[config.mk]
export PLATFORM = sky130hd
export DESIGN_NAME = fmap_buffer
export DESIGN_NICKNAME = d
export VERILOG_FILES = /design/src/rtl/fmap_buffer.sv
export SDC_FILE = /design/constraint.sdc
export NUM_CORES = 2
export LEC_CHECK = 0
export ABC_AREA = 1
export CAP_MARGIN = 20
export CORE_UTILIZATION = 40
export DETAILED_ROUTE_END_ITERATION = 10
export GPL_TIMING_DRIVEN = 0
export PLACE_DENSITY_LB_ADDON = 0.1
export SETUP_SLACK_MARGIN = 0.1
export SLEW_MARGIN = 20
export SYNTH_ARGS = -nofsm -noshare
export SYNTH_HDL_FRONTEND = slang
export SYNTH_SLANG_ARGS = --single-unit
[constraint.sdc]
create_clock -name clk -period 4.9 [get_ports clk]
set_clock_uncertainty 0.15 [all_clocks]
set_input_delay 1.225 -clock clk [delete_from_list [all_inputs] [get_ports clk]]
set_output_delay 1.225 -clock clk [all_outputs]
set_load 0.03 [all_outputs]
[src/rtl/fmap_buffer.sv]
// Feature-map capture/replay buffer: stores one SIZE x SIZE frame from the conv
// output stream and replays it on request as a gap-free valid/end pixel stream.
//
//   state  | meaning
//   -------+------------------------------------------------------------
//   S_FILL | accepting pixels, writing at wr_cnt until the frame is complete
//   S_FULL | frame stored, waiting for start
//   S_READ | issuing one read per ce cycle at rd_cnt, then back to S_FILL
module fmap_buffer #(
    parameter int N       = 16,
    parameter int CHANNEL = 3,
    parameter int SIZE    = 6
) (
    input  logic                 clk,
    input  logic                 rst_n,
    input  logic                 ce,
    input  logic                 input_vld,
    input  logic [CHANNEL*N-1:0] input_din,
    input  logic                 input_end,
    input  logic                 start,
    output logic [CHANNEL*N-1:0] dout,
    output logic                 dout_vld,
    output logic                 dout_end,
    output logic                 full,
    output logic                 busy,
    output logic                 err_overflow,
    output logic                 err_length
);
    localparam int DEPTH = SIZE * SIZE;
    localparam int AW    = $clog2(DEPTH);
    localparam int W     = CHANNEL * N;
    localparam logic [AW-1:0] LAST = AW'(DEPTH - 1);

    typedef enum logic [1:0] {S_FILL, S_FULL, S_READ} state_t;

    state_t          state, state_nxt;
    logic [AW-1:0]   wr_cnt, wr_cnt_nxt;
    logic [AW-1:0]   rd_cnt, rd_cnt_nxt;
    logic            we, re, ovf_hit, len_hit;
    logic [W-1:0]    mem [DEPTH];

    always_comb begin
        state_nxt  = state;
        wr_cnt_nxt = wr_cnt;
        rd_cnt_nxt = rd_cnt;
        we         = 1'b0;
        re         = 1'b0;
        ovf_hit    = 1'b0;
        len_hit    = 1'b0;
        case (state)
            S_FILL: begin
                if (input_vld) begin
                    we = 1'b1;
                    // frame length comes from the count; input_end is only cross-checked
                    len_hit = (input_end != (wr_cnt == LAST));
                    if (wr_cnt == LAST) begin
                        wr_cnt_nxt = '0;
                        state_nxt  = S_FULL;
                    end else begin
                        wr_cnt_nxt = wr_cnt + 1'b1;
                    end
                end
            end
            S_FULL: begin
                ovf_hit = input_vld;
                if (start) begin
                    rd_cnt_nxt = '0;
                    state_nxt  = S_READ;
                end
            end
            S_READ: begin
                ovf_hit = input_vld;
                re      = 1'b1;
                if (rd_cnt == LAST) begin
                    rd_cnt_nxt = '0;
                    state_nxt  = S_FILL;
                end else begin
                    rd_cnt_nxt = rd_cnt + 1'b1;
                end
            end
            default: state_nxt = S_FILL;
        endcase
    end

    always_ff @(posedge clk or negedge rst_n) begin
        if (!rst_n) begin
            state        <= S_FILL;
            wr_cnt       <= '0;
            rd_cnt       <= '0;
            err_overflow <= 1'b0;
            err_length   <= 1'b0;
        end else if (ce) begin
            state        <= state_nxt;
            wr_cnt       <= wr_cnt_nxt;
            rd_cnt       <= rd_cnt_nxt;
            err_overflow <= err_overflow | ovf_hit;
            err_length   <= err_length | len_hit;
        end
    end

    // Storage is intentionally not reset; a stale frame is never replayed
    // because a reset forces a fresh fill before the next start is honoured.
    always_ff @(posedge clk) begin
        if (ce && we) begin
            mem[wr_cnt] <= input_din;
        end
    end

    always_ff @(posedge clk or negedge rst_n) begin
        if (!rst_n) begin
            dout     <= '0;
            dout_vld <= 1'b0;
            dout_end <= 1'b0;
        end else if (ce) begin
            dout_vld <= re;
            dout_end <= re && (rd_cnt == LAST);
            if (re) begin
                dout <= mem[rd_cnt];
            end
        end
    end

    assign full = (state == S_FULL);
    assign busy = (state == S_READ);

endmodule

==> summary.txt <==
Clocking
  – Worst-path clk slew: 0.06 ns
  – CTS tree: done
  – Post-CTS Setup Bufs: 0
  – Hold_buf cts: 0
  – H-tree level count: 4
  – Sink Count: 1,794
  – Root Driver: clkbuf_16
  – CTS Buffer Depth: 3
  – Cts bufs inserted: 193
  – Worst-skew pair later-pin latency: 0.85 ns
  – # resized after CTS: 0

Synthesis
  – Cells after Synth: ~6,700
  – Synth top cells by count: nand2_1, edfxtp_1, inv_1
  – Netlist cell types: 26
  – Sequential fraction of the synthesis area: between 70% and 80%
  – Syn nets: 6,804
  – Netlist Area Pre-Place: 74,200 um2
  – Synth async-reset ratio: 3.68%
  – Ranking of synthesized cells by area: edfxtp_1, nand2_1, nand3_1, inv_1, nor2_1
  – EDFF count, synth: around 1,700
  – Flops & latches, synth: 1,794
  – Cell with the most instances after synthesis: nand2_1
  – Cell taking the most area after synthesis: edfxtp_1
  – Synth warnings: 0
  – Syn Area/Cell: 11.0 um2
  – Synth Flop Type: edfxtp_1
  – Yosys top cell area share: 69.9%

STA
  – Fin crit share: just over 80%
  – Max transition margin: 18.1%
  – Final setup fails: 0
  – Hold Vio Cnt, Final: 0
  – Worst slew pin tran: approximately 1.2 ns
  – RSZ-0062 raised after global routing: false
  – Fmax: 247 MHz
  – Max Slew Vio Count: 0
  – Final min period: 4.04 ns

Route
  – Drt drc: 0
  – Via count: 52,329
  – Starting DRT DRC Count: 6,669
  – Final ANT Viol Nets: 0
  – DR WL/cell: 28.2 um
  – Routed WL: 278,000 um
  – Vias/cell: about 5.3
  – Drt first pass iters: 7

Worst setup path
  – CP Cell Sequence: inv_2 -> buf_2 -> buf_2 -> nand2_1 -> nand3_1 -> nand2_1 -> nand2_1 -> nand2_1 -> nor2_1 -> nand2_1 -> nand2_1 -> nand2_1 -> nand2_1 -> nand2_1
  – Worst Path Arrival: 4.60 ns
  – Top cell family by delay on the critical path: buffers and inverters
  – CP bufs+invs: 3
  – Setup crit start kind: register
  – Worst Setup End Kind: register
  – Critical Path Max Stage Delay: 0.69 ns
  – Crit path max fanout: 10
  – CP most frequent cell: nand2_1
  – Critical path class: reg -> reg
  – CP max stage cell: buf_2
  – Critical Path RT: between 5 and 6 ns

Power
  – PD cells: 522 nW/um2
  – Maximum vdd drop: 0.000277 V
  – PnR Total Power: between 0.04 and 0.05 W
  – LEAKAGE: 34.7 nW

Finish
  – Area delta synth->final: 18.5%
  – Fillers: 16,624
  – Layout cells sized above 1: around a tenth
  – Post-route cell area: ~90,000 um2
  – Final nets: just over 7,000

Run status
  – Outcome: complete, no violations

Global route
  – GRT Total Usage: 29.5%
  – Initial antenna violation count: 21
  – Vias in the first global route: 48,420
  – Largest net degree at the start of global routing: 42
  – Total congestion overflow: 0
  – Global-route wire length before repair: 381,000 um

Flow run
  – Maxcap violations: 0

Placement
  – DP HPWL: 197,000 um
  – Port Buffers: approximately 110
  – Post-Place Cell Area: ~82,000 um2
  – RePlAce Congestion: 0.867

Floorplan
  – Initial Util: 40.4%
  – Die W: 433 um
  – Row count: between 150 and 200
  – Full die area: around 190,000 um2
  – Die height: about 430 um
  – # IOs: roughly 110
  – Core region area: approximately 180,000 um2

Min path
  – Hold WC Path Type: in -> async
[per-stage QoR]
stage / setup TNS (ns) / utilization, % / setup WS (ns) / std cells / hold slack [ns]
floorplan: 0 / - / 0.485 / 6745 / 0.331
global placement: -6500.84 / 42.7 / -4.59 / 9316 / 0.308
detailed placement: 0 / 44.6 / 0.203 / 9472 / 0.314
CTS: 0 / 47.9 / 0.904 / 9832 / 0.162
global route: 0 / 47.9 / 0.939 / 9832 / 0.196
finish: 0 / 47.9 / 0.857 / 9839 / 0.197
[path summary, 6_finish.rpt]
path / startpoint / to / slack [ns] / depth (start not counted)
max: rd_cnt[0] / dout[18] / 0.86 / 14
min: rst_n / wr_cnt[2] / 0.20 / 1
max reg2reg: rd_cnt[0] / dout[18] / 0.86 / 14
min reg2reg: err_overflow / err_overflow / 0.33 / 1
max in group asynchronous: rst_n / dout[6] / 3.74 / 2
min in group clk: err_overflow / err_overflow / 0.33 / 1
[cells in the final DEF (no fill, tap or decap), types with 16 or more instances in the layout]
master           Yosys  routed
clkinv_2             0      35
o21ai_1             53      53
nor2_4               0      35
a21oi_1            122     122
o22ai_1             41      41
buf_4               46      47
dfrtp_1             66      66
buf_12               0     102
clkdlybuf4s50_1      0      58
clkinv_1             0      44
buf_2              168     222
buf_16               0      49
clkbuf_16            0     199
buf_1               40      34
nand4_1             21      21
buf_6               16      16
clkbuf_1            87     134
inv_1              618     618
o21ai_0            290     290
nand3_1            583     583
edfxtp_1          1728    1728
nor2_1             528     493
nand2_1           2313    2312
[cell families after synthesis]
logic type,share of synthesized area [%]
buffers and inverters,5.63
AO/OA/AOI/OAI,3.52
flip-flops,72.2
adder cells (fa/ha/maj),0.0843
XOR/XNOR,0.0354
AND/OR/NAND/NOR,18.6
[power breakdown]
part,switching [W],leakage (nW),internal (W)
clock,0.00620,2.98,0.00804
sequential,0.000193,16.3,0.0172
combinational,0.0107,15.3,0.00353
[layout make-up]
class	count	area [um2]	area share, %
multi-input cells	3972	16800	19.0
well taps	2464	3080	3.51
repair buffers	263	4290	4.88
inverters	622	2330	2.65
clock buffers	260	5300	6.03
plain buffers	357	1860	2.11
flip-flops and latches	1794	53500	60.9
clock inverters	100	766	0.871
diodes	7	17.5	0.0199
[metal layers]
metal / wire length [um] / vias to the layer above / GRT usage [%]
met5: 58 / - / 0
met4: 11800 / 10 / 11.8
met3: 24400 / 468 / 5.17
met2: 128000 / 2426 / 46.7
met1: 113000 / 25999 / 40.2
li1: - / 23426 / -
[registers in the layout (all words and copies together) (netlist names)]
| register | cells |
|---|---|
| dout_vld | 1 |
| mem | 1728 |
| wr_cnt | 6 |
| err_length | 1 |
| err_overflow | 1 |
| dout | 48 |
| state | 2 |
| rd_cnt | 6 |
| dout_end | 1 |
(Power assumes the default switching activity.)
